File: src/rtl/nic_core.sv
`default_nettype none
// ============================================================================
// Module  : nic_core
// Brief   : Parametrised accumulator CPU datapath with handshaked memory
//           port, buffered valid/ready output and HALT.
//           Optional NIC_CORE_PERF_EN adds retired/stalls counters.
// Revision: 1.0 - initial release
// ============================================================================
module nic_core #(
    parameter int DW = 8,
    parameter int AW = 8
) (
    input  logic          clk,
    input  logic          reset_n,
    output logic          mem_req,
    output logic          mem_we,
    output logic [AW-1:0] mem_addr,
    output logic [DW-1:0] mem_wdata,
    input  logic [DW-1:0] mem_rdata,
    input  logic          mem_ready,
    output logic [DW-1:0] out_data,
    output logic          out_valid,
    input  logic          out_ready,
    output logic          halted
`ifdef NIC_CORE_PERF_EN
    ,
    output logic [31:0]   retired,
    output logic [31:0]   stalls
`endif
);

    localparam logic [1:0] SRC_MEM = 2'd0;
    localparam logic [1:0] SRC_ALU = 2'd1;
    localparam logic [1:0] SRC_A   = 2'd2;
    localparam logic [1:0] SRC_X   = 2'd3;

    localparam logic [2:0] DST_IR    = 3'd0;
    localparam logic [2:0] DST_PC    = 3'd1;
    localparam logic [2:0] DST_A     = 3'd2;
    localparam logic [2:0] DST_X     = 3'd3;
    localparam logic [2:0] DST_B     = 3'd4;
    localparam logic [2:0] DST_STORE = 3'd5;
    localparam logic [2:0] DST_OUT   = 3'd6;
    localparam logic [2:0] DST_HALT  = 3'd7;

    typedef enum logic [0:0] {
        ST_RUN  = 1'b0,
        ST_HALT = 1'b1
    } state_t;

    state_t        state;
    logic [AW-1:0] pc;
    logic [7:0]    ir;
    logic [DW-1:0] a_reg;
    logic [DW-1:0] b_reg;
    logic [DW-1:0] x_reg;
    logic          carry;

    logic          c7;
    logic          c6;
    logic [1:0]    src;
    logic [2:0]    dst;
    logic          idx;

    assign c7  = ir[7];
    assign c6  = ir[6];
    assign src = ir[5:4];
    assign dst = ir[3:1];
    assign idx = ir[0];

    logic [DW:0]   sum;
    logic [DW-1:0] alu_res;
    logic          alu_carry;

    assign sum       = {1'b0, a_reg} + {1'b0, b_reg};
    assign alu_res   = c6 ? (a_reg - b_reg) : sum[DW-1:0];
    assign alu_carry = c6 ? !(b_reg > a_reg) : sum[DW];

    logic [DW-1:0] dbus;

    always_comb begin
        dbus = mem_rdata;
        case (src)
            SRC_MEM: dbus = mem_rdata;
            SRC_ALU: dbus = alu_res;
            SRC_A:   dbus = a_reg;
            SRC_X:   dbus = x_reg;
            default: dbus = mem_rdata;
        endcase
    end

    logic running;
    logic needs_mem;
    logic out_block;
    logic commit;
    logic jump_taken;
    logic [AW-1:0] pc_next;

    assign running   = (state == ST_RUN);
    assign needs_mem = (src == SRC_MEM) || (dst == DST_STORE);
    assign out_block = (dst == DST_OUT) && out_valid && !out_ready;
    assign commit    = running && !out_block && (!needs_mem || mem_ready);

    assign jump_taken = (c6 && (a_reg == '0)) || (c7 && carry) || (c6 && c7);
    assign pc_next    = ((dst == DST_PC) && jump_taken) ? dbus[AW-1:0]
                      : (idx ? pc : pc + AW'(1));

    assign mem_req  = running && needs_mem && !out_block;
    assign mem_we   = mem_req && (dst == DST_STORE);
    assign mem_addr = idx ? x_reg[AW-1:0] : pc;
    // Memory source never drives a store, so that leg reads as zero.
    assign mem_wdata = (src == SRC_MEM) ? '0 : dbus;
    assign halted    = (state == ST_HALT);

    always_ff @(posedge clk or negedge reset_n) begin
        if (!reset_n) begin
            state     <= ST_RUN;
            pc        <= '0;
            ir        <= 8'h00;
            a_reg     <= '0;
            b_reg     <= '0;
            x_reg     <= '0;
            carry     <= 1'b0;
            out_data  <= '0;
            out_valid <= 1'b0;
        end else begin
            if (commit) begin
                pc <= pc_next;
                ir <= (dst == DST_IR) ? dbus[7:0] : 8'h00;
                if (src == SRC_ALU) begin
                    carry <= alu_carry;
                end
                case (dst)
                    DST_A:    a_reg <= dbus;
                    DST_X:    x_reg <= dbus;
                    DST_B:    b_reg <= dbus;
                    DST_HALT: state <= ST_HALT;
                    default:  ;
                endcase
            end
            // A push wins over a same-cycle pop so the buffer stays full.
            if (commit && (dst == DST_OUT)) begin
                out_data  <= dbus;
                out_valid <= 1'b1;
            end else if (out_valid && out_ready) begin
                out_valid <= 1'b0;
            end
        end
    end

`ifdef NIC_CORE_PERF_EN
    always_ff @(posedge clk or negedge reset_n) begin
        if (!reset_n) begin
            retired <= 32'd0;
            stalls  <= 32'd0;
        end else begin
            if (commit) begin
                retired <= retired + 32'd1;
            end
            if (running && !commit) begin
                stalls <= stalls + 32'd1;
            end
        end
    end
`endif

endmodule

`default_nettype wire

File: config.mk
export PLATFORM = sky130hd
export DESIGN_NAME = nic_core
export DESIGN_NICKNAME = d
export VERILOG_FILES = /design/src/rtl/nic_core.sv
export SDC_FILE = /design/constraint.sdc
export NUM_CORES = 1
export LEC_CHECK = 0
export CORE_ASPECT_RATIO = 0.7
export CORE_MARGIN = 5
export CORE_UTILIZATION = 55
export CTS_CLUSTER_DIAMETER = 200
export DETAILED_ROUTE_END_ITERATION = 10
export DONT_BUFFER_PORTS = 1
export PLACE_DENSITY = 0.68
export SYNTH_ARGS = -nofsm -noshare
export SYNTH_HDL_FRONTEND = slang
export SYNTH_SLANG_ARGS = --single-unit
File: constraint.sdc
create_clock -name clk -period 4.8 [get_ports clk]
set_input_delay 1.44 -clock clk [delete_from_list [all_inputs] [get_ports clk]]
set_output_delay 1.44 -clock clk [all_outputs]
set_load 0.1 [all_outputs]
==> results.sh, run 1 <==
export IMPL_status="finished clean"
export IMPL_critPathBufInv=2
export IMPL_layout_commonest_cell="dfrtp_1"
export IMPL_fin_setup_tns_ns=0
export IMPL_async_flop_share_pct=100
export IMPL_path_clk_slew_ns=0.09
export IMPL_grt_pass1_wl_um=14100
export IMPL_cpPeakStageDelay_ns=0.43
export IMPL_fin_skew_ns=0.00907
export IMPL_yosysUniqueCellTypes=66
export IMPL_wl_per_cell_um=20.5
export IMPL_wl_um=8920
export IMPL_hp_start="x_reg[3]$_DFFE_PN0P_"
export IMPL_path_class="reg2out"
export IMPL_dp_hpwl_um=6600
export IMPL_post_cts_buffers=0
export IMPL_crit_path_top_delay_cell="a2111oi_2"
export IMPL_clock_latency_ns=0.31
export IMPL_coreArea_mm2=0.00581
export IMPL_cts_buffers=5
export IMPL_ys_ff_latch=51
export IMPL_core_rowCount=23
export IMPL_die_w_um=103
export IMPL_cts_max_level=2
export IMPL_rsz0062_at_grt="no"
export IMPL_fillers=500
export IMPL_numClockSinks=51
export IMPL_timing_final_crit_share_pct=88.8
export IMPL_maxCapViolCount=0
export IMPL_die_h_um=75.4
export IMPL_yosysWarnings=0
export IMPL_worst_pin_slew_ns=1.09
export IMPL_grtUsageTotal_pct=24.2
export IMPL_critPathArrivalTime_ns=2.82
export IMPL_seq_area_mm2=0.00128
export IMPL_reg2reg_depth=8
export IMPL_finalSetupViolations=0
export IMPL_ctsResizeCount=0
export IMPL_antenna_cells=0
export IMPL_cp_required_ns=3.36
export IMPL_critPathLaunchType="flop"
export IMPL_hold_depth=1
export IMPL_final_cell_mix="dfrtp_1, nand2_1, o21ai_0"
export IMPL_syn2layout_area_growth_pct=7.42
export IMPL_viasPerCell=6.38
export IMPL_hold_viol=0
export IMPL_dr_pass1_iters=4
export IMPL_cts_buffer_depth=2
export IMPL_slew_violations=0
export IMPL_root_buffer="clkbuf_8"
export IMPL_drtIter0Drc=256
export IMPL_critPathTopFamily="compound AO/OA/AOI/OAI gates"
export IMPL_path_max_fanout=3
export IMPL_cts_tree="done"
export IMPL_path_cells="inv_1, ha_1, fa_1, nand2b_1, a2111oi_2, o21ai_1, o311ai_1, xnor2_1, o21ai_2, buf_4"
export IMPL_period_minus_slack_ns=4.26
export IMPL_nets=390
export IMPL_grt_max_degree=52
export IMPL_drtAntennaViolNets=0
export IMPL_antenna_found_initial=0
export IMPL_fmax_mhz=234
export IMPL_synth_area_mm2=0.00336
export IMPL_grt_pass1_vias=2615
export IMPL_ys_flop_type="dfrtp_1"
export IMPL_portBuffers=0
export IMPL_ctsHoldBuffers=0
export IMPL_crit_cells=10
export IMPL_synth_edf_count=0
export IMPL_multi_input_area_mm2=0.00196
export IMPL_start_util_pct=57.7
export IMPL_end_kind="output pin"
export IMPL_gr_total_overflow=0
export IMPL_syn_inst=356
export IMPL_r2r_start="a_reg[4]$_DFFE_PN0P_"
export IMPL_hold_class="reg2reg"
export IMPL_route_detailed_drc=0
export IMPL_syn_num_nets=387
export IMPL_avgSynthCellArea_um2=9.43
export IMPL_boundaryPins=40
export IMPL_die_area_mm2=0.00779
export IMPL_drive_gt1_share_pct=16.4
export IMPL_vias=2774
export IMPL_gp_congestion=0.916
export IMPL_critPathLaunch="a_reg[0]$_DFFE_PN0P_"
export IMPL_seq_area_frac_synth_pct=38.0
export IMPL_slew_headroom_pct=27.6
logic make-up after synthesis:
kind of cell               Yosys count  synth area share, %
adders and majority gates           19                 7.53
buffers and inverters               35                 4.51
DFF                                 51                 38.0
muxes                               33                 11.3
xor gates and xnor gates             4                 1.04
AOI/OAI and AO/OA                  107                 22.0
and+or+nand+nor                    107                 15.6
worst reg2reg max path, delay by kind of cell, from the launching register on:
family | cells | cell delay (ns)
AO/OA/AOI/OAI | 6 | 1.85
adder cells (fa/ha/maj) | 1 | 0.51
flip-flops | 1 | 0.46
AND/OR/NAND/NOR | 1 | 0.12
synthesized netlist by cell type, types with 2 or more instances:
library cell	instances	share of area [%]
a21o_1	5	1.1
a21oi_1	22	3.3
a22o_1	6	1.6
a22oi_1	2	0.45
a22oi_2	2	0.75
a31oi_2	2	0.75
and3_1	2	0.37
buf_2	8	1.2
clkbuf_1	7	0.78
dfrtp_1	51	38
fa_1	2	1.2
ha_1	17	6.3
inv_1	16	1.8
mux2_1	11	3.7
mux2_2	17	5.7
mux2i_1	4	1.2
nand2_1	40	4.5
nand2b_1	5	0.93
nand3_1	10	1.5
nor2_1	21	2.3
nor2b_1	7	1.3
nor3_1	6	0.89
nor3b_1	4	0.89
nor4_1	2	0.37
o21a_1	2	0.45
o21ai_0	32	4.8
o21ai_1	2	0.30
o31a_1	2	0.52
o31ai_1	7	1.6
o32a_1	2	0.60
or3_1	2	0.37
or4_1	2	0.45
xnor2_1	3	0.78
final cells by class:
cell class / count / share of cell area, %
flip-flops and latches: 51 / 35.4
well taps: 75 / 2.60
multi-input cells: 270 / 54.4
clock buffers: 5 / 1.91
inverters: 18 / 1.94
clock inverters: 3 / 0.521
repair buffers: 13 / 3.26
routing by layer:
layer  routed length [µm]  track usage, %  part of all wire (%)
met4                  139            8.19                   1.6
met2                 3740            34.0                    42
met1                 4190            35.9                    47
met3                  849            7.14                   9.5
met5                    0               0                     0
through the flow:
step	utilization (%)	cell area, µm²	instances	setup WS [ns]	hold slack, ns
floorplan	-	3360	356	0.120	0.463
global placement	60.5	3520	427	0.938	0.482
detailed placement	60.5	3520	427	0.894	0.490
CTS	62.0	3600	435	0.535	0.515
global route	62.0	3600	435	0.416	0.535
finish	62.0	3600	435	0.536	0.521
final timing paths:
kind / to / slack [ns]
worst min register to register: x_reg[3]$_DFFE_PN0P_ / 0.52
max in group asynchronous: out_valid$_DFFE_PN0P_ / 3.89
worst min-delay path: x_reg[3]$_DFFE_PN0P_ / 0.52
worst max-delay path: mem_wdata[6] / 0.54
worst max register to register: pc[5]$_DFFE_PN0P_ / 1.77
min in group asynchronous: pc[3]$_DFFE_PN0P_ / 0.81
Power of run 1 is left out: the tool's default activity adds up to more than one toggle a clock period on the data nets, which glitch-free logic cannot reach.
==> run 2, diff against run 1 <==
--- a/config.mk
+++ b/config.mk
@@ -5,10 +5,10 @@
 export SDC_FILE = /design/constraint.sdc
 export NUM_CORES = 1
 export LEC_CHECK = 0
-export CORE_ASPECT_RATIO = 0.7
 export CORE_MARGIN = 5
 export CORE_UTILIZATION = 55
 export CTS_CLUSTER_DIAMETER = 200
+export CTS_CLUSTER_SIZE = 10
 export DETAILED_ROUTE_END_ITERATION = 10
 export DONT_BUFFER_PORTS = 1
 export PLACE_DENSITY = 0.68
==> results.sh, run 2 (same netlist as run 1, synthesis figures left out) <==
export IMPL_cts_buffer_depth=2
export IMPL_clock_latency_ns=0.31
export IMPL_rsz0062_at_grt="no"
export IMPL_status="finished clean"
export IMPL_route_detailed_drc=0
export IMPL_hp_start="b_reg[4]$_DFFE_PN0P_"
export IMPL_grt_max_degree=52
export IMPL_vias=2717
export IMPL_path_max_fanout=3
export IMPL_post_cts_buffers=0
export IMPL_wl_um=8450
export IMPL_place_ws_ns=0.843
export IMPL_fmax_mhz=232
export IMPL_drtAntennaViolNets=0
export IMPL_fin_setup_tns_ns=0
export IMPL_boundaryPins=40
export IMPL_fillers=505
export IMPL_root_buffer="clkbuf_8"
export IMPL_timing_final_crit_share_pct=89.8
export IMPL_wl_per_cell_um=19.6
export IMPL_hold_class="reg2reg"
export IMPL_cts_max_level=2
export IMPL_critPathLaunchType="flop"
export IMPL_worst_pin_slew_ns=1.09
export IMPL_die_w_um=88.1
export IMPL_slew_headroom_pct=27.6
export IMPL_start_util_pct=56.7
export IMPL_r2r_start="ir[5]$_DFFE_PN0P_"
export IMPL_viasPerCell=6.29
export IMPL_maxCapViolCount=0
export IMPL_path_class="reg2out"
export IMPL_finish_instance_area_mm2=0.00360
export IMPL_grt_pass1_wl_um=13900
export IMPL_hold_depth=2
export IMPL_die_h_um=88.1
export IMPL_numClockSinks=51
export IMPL_dr_pass1_iters=4
export IMPL_layout_commonest_cell="dfrtp_1"
export IMPL_core_rowCount=28
export IMPL_antenna_found_initial=0
export IMPL_dp_hpwl_um=6330
export IMPL_cts_tree="done"
export IMPL_ctsResizeCount=0
export IMPL_antenna_cells=0
export IMPL_ctsHoldBuffers=0
export IMPL_period_minus_slack_ns=4.31
export IMPL_hold_viol=0
export IMPL_r2r_end="x_reg[6]$_DFFE_PN0P_"
export IMPL_finish_utilization_pct=60.8
export IMPL_coreArea_mm2=0.00592
export IMPL_portBuffers=0
export IMPL_nets=388
export IMPL_rrSetupSlack_ns=1.71
export IMPL_drive_gt1_share_pct=15.4
export IMPL_min_to="b_reg[4]$_DFFE_PN0P_"
export IMPL_syn2layout_area_growth_pct=7.35
export IMPL_gp_congestion=0.858
export IMPL_cts_buffers=5
export IMPL_drtIter0Drc=136
export IMPL_place_area_mm2=0.00350
export IMPL_fin_ws_ns=0.488
export IMPL_end_kind="output pin"
export IMPL_final_cell_mix="dfrtp_1, nand2_1, o21ai_0"
export IMPL_slew_violations=0
export IMPL_critPathArrivalTime_ns=2.87
export IMPL_fin_skew_ns=0.00908
export IMPL_reg2reg_depth=6
export IMPL_path_clk_slew_ns=0.09
export IMPL_die_area_mm2=0.00776
export IMPL_cp_required_ns=3.36
export IMPL_finalSetupViolations=0
export IMPL_gr_total_overflow=0
export IMPL_grtUsageTotal_pct=23.6
export IMPL_grt_pass1_vias=2668
[run 2: changes by cell type in the layout (fill, tap and decap cells not counted)]
cell       before  now
buf_4          12   10
clkinv_2        2    0
buf_16          1    0
bufinv_16       0    1
clkbuf_1        0    1
clkbuf_16       0    1
inv_6           1    0
[run 2: through the flow]
step	cells	hold WS [ns]
finish	432	0.511
global route	432	0.540
CTS	432	0.518
detailed placement	425	0.493
global placement	425	0.482
floorplan	356	0.463
[run 2: final cells by class]
cell class | instances | area (µm²) | share of cell area, %
Clock buffer | 6 | 72.6 | 2.01
Clock inverter | 1 | 30.0 | 0.834
Inverter | 18 | 70.1 | 1.95
Multi-Input combinational cell | 270 | 1960 | 54.4
Sequential cell | 51 | 1280 | 35.4
Tap cell | 75 | 93.8 | 2.61
Timing Repair Buffer | 11 | 100 | 2.78
[run 2: worst max path at each step]
stage	start	end	cells past startpoint
final	a_reg[0]$_DFFE_PN0P_	mem_wdata[6]	10
after global routing	a_reg[0]$_DFFE_PN0P_	mem_wdata[6]	10
after CTS	a_reg[0]$_DFFE_PN0P_	mem_wdata[6]	10
after detailed placement	a_reg[0]$_DFFE_PN0P_	mem_wdata[6]	10
after global placement	a_reg[0]$_DFFE_PN0P_	mem_wdata[6]	10
after floorplan	a_reg[0]$_DFFE_PN0P_	mem_wdata[6]	9
[run 2: layer usage]
metal | routed length (µm) | track usage, % | vias to the layer above
met4 | 147 | 8.65 | 0
met1 | 3630 | 31.6 | 1329
li1 | - | - | 1299
met3 | 615 | 5.17 | 11
met2 | 4060 | 37.8 | 78
met5 | 0 | 0 | -
[run 2: worst max-delay path, cell delays in order (launching register included)]
cell,delay [ns]
dfrtp_1,0.39
inv_1,0.08
ha_1,0.24
fa_1,0.39
nand2b_1,0.19
a2111oi_2,0.41
o21ai_1,0.12
o311ai_1,0.13
xnor2_1,0.16
o21ai_2,0.14
buf_4,0.30
Power of run 2 is left out for the same reason.
==> run 3, diff against run 2 <==
--- a/config.mk
+++ b/config.mk
@@ -10,8 +10,8 @@
 export CTS_CLUSTER_DIAMETER = 200
 export CTS_CLUSTER_SIZE = 10
 export DETAILED_ROUTE_END_ITERATION = 10
-export DONT_BUFFER_PORTS = 1
-export PLACE_DENSITY = 0.68
+export PLACE_DENSITY = 0.77
 export SYNTH_ARGS = -nofsm -noshare
 export SYNTH_HDL_FRONTEND = slang
 export SYNTH_SLANG_ARGS = --single-unit
+export TNS_END_PERCENT = 20
==> results.sh, run 3 (same netlist as run 1, synthesis figures left out) <==
export IMPL_ctsResizeCount=0
export IMPL_grt_pass1_vias=2961
export IMPL_grtUsageTotal_pct=24.4
export IMPL_die_area_mm2=0.00776
export IMPL_critPathLaunchType="flop"
export IMPL_path_common_cell="o21ai_1"
export IMPL_layout_cells_non_filler=464
export IMPL_rsz0062_at_grt="no"
export IMPL_ctsHoldBuffers=0
export IMPL_cts_buffers=5
export IMPL_hold_viol=0
export IMPL_period_minus_slack_ns=4.34
export IMPL_r2r_start="ir[5]$_DFFE_PN0P_"
export IMPL_end_kind="output pin"
export IMPL_die_w_um=88.1
export IMPL_maxCapViolCount=0
export IMPL_cp_required_ns=3.36
export IMPL_gr_total_overflow=0
export IMPL_final_cell_mix="dfrtp_1, nand2_1, o21ai_0"
export IMPL_slew_headroom_pct=27.2
export IMPL_core_rowCount=28
export IMPL_hold_class="reg2reg"
export IMPL_drive_gt1_share_pct=13.1
export IMPL_grt_max_degree=52
export IMPL_boundaryPins=40
export IMPL_portBuffers=39
export IMPL_finalSetupViolations=0
export IMPL_fin_setup_tns_ns=0
export IMPL_cpPeakStageDelay_ns=0.52
export IMPL_vias=2868
export IMPL_route_detailed_drc=0
export IMPL_cts_buffer_depth=2
export IMPL_syn2layout_area_growth_pct=15.1
export IMPL_clock_latency_ns=0.31
export IMPL_hp_start="out_data[3]$_DFFE_PN0P_"
export IMPL_timing_final_crit_share_pct=90.5
export IMPL_wl_um=8540
export IMPL_path_class="reg2out"
export IMPL_post_cts_buffers=0
export IMPL_path_cells="inv_1, fa_1, nand2b_1, a2111oi_2, o21ai_1, o311ai_1, xnor2_1, o21ai_1, buf_4"
export IMPL_drtAntennaViolNets=0
export IMPL_critPathLaunch="a_reg[1]$_DFFE_PN0P_"
export IMPL_worst_pin_slew_ns=1.09
export IMPL_drtIter0Drc=219
export IMPL_cts_tree="done"
export IMPL_critPathArrivalTime_ns=2.90
export IMPL_status="finished clean"
export IMPL_path_max_fanout=7
export IMPL_crit_path_top_delay_cell="dfrtp_1"
export IMPL_dpl_cell_count=456
export IMPL_viasPerCell=6.18
export IMPL_hold_slack_ns=0.487
export IMPL_antenna_cells=0
export IMPL_slew_violations=0
export IMPL_nets=419
export IMPL_dp_hpwl_um=6240
export IMPL_path_clk_slew_ns=0.09
export IMPL_cts_max_level=2
export IMPL_fin_skew_ns=0.00445
export IMPL_layout_commonest_cell="dfrtp_1"
export IMPL_numClockSinks=51
export IMPL_die_h_um=88.1
export IMPL_root_buffer="clkbuf_8"
export IMPL_grt_pass1_wl_um=14800
export IMPL_wl_per_cell_um=18.4
export IMPL_start_util_pct=56.7
export IMPL_gp_congestion=0.893
export IMPL_dr_pass1_iters=5
export IMPL_coreArea_mm2=0.00592
export IMPL_antenna_found_initial=0
export IMPL_fmax_mhz=230
[run 3: final timing paths]
kind / slack (ns) / cells past startpoint / endpoint
worst min-delay path: 0.49 / 2 / out_data[3]$_DFFE_PN0P_
worst min register to register: 0.49 / 2 / out_data[3]$_DFFE_PN0P_
worst max-delay path: 0.46 / 9 / mem_wdata[6]
max in group asynchronous: 3.12 / 2 / x_reg[7]$_DFFE_PN0P_
worst max register to register: 1.64 / 6 / x_reg[6]$_DFFE_PN0P_
min in group asynchronous: 1.24 / 2 / out_data[7]$_DFFE_PN0P_
[run 3: final cells by class]
class | instances | area [µm²]
Sequential cell | 51 | 1280
Inverter | 18 | 70.1
Timing Repair Buffer | 42 | 395
Fill cell | 502 | 2060
Clock buffer | 8 | 100
Tap cell | 75 | 93.8
Multi-Input combinational cell | 270 | 1930
[run 3: through the flow]
| step | worst slack (ns) | utilization [%] | cell area [µm²] |
|---|---|---|---|
| after floorplan | -0.344 | - | 3360 |
| after global placement | 0.737 | 63.6 | 3760 |
| after detailed placement | 0.692 | 63.6 | 3760 |
| after CTS | 0.480 | 65.3 | 3860 |
| after global routing | 0.235 | 65.3 | 3860 |
| final | 0.457 | 65.3 | 3860 |
[run 3: critical path, delay by kind of cell (launching register included)]
kind | cells | cell delay [ns]
buffers and inverters | 2 | 0.42
DFF | 1 | 0.52
AOI/OAI and AO/OA | 4 | 0.85
adders and majority gates | 1 | 0.44
xor gates and xnor gates | 1 | 0.16
and+or+nand+nor | 1 | 0.21
[run 3: metal layers]
| metal | up-vias | track usage (%) | part of all wire, % |
|---|---|---|---|
| met5 | - | 0 | 0 |
| met4 | 0 | 9.75 | 1.9 |
| met3 | 13 | 2.82 | 5.6 |
| met2 | 102 | 39.6 | 48 |
| met1 | 1396 | 33.4 | 44 |
| li1 | 1357 | - | - |
Power of run 3 is left out for the same reason.
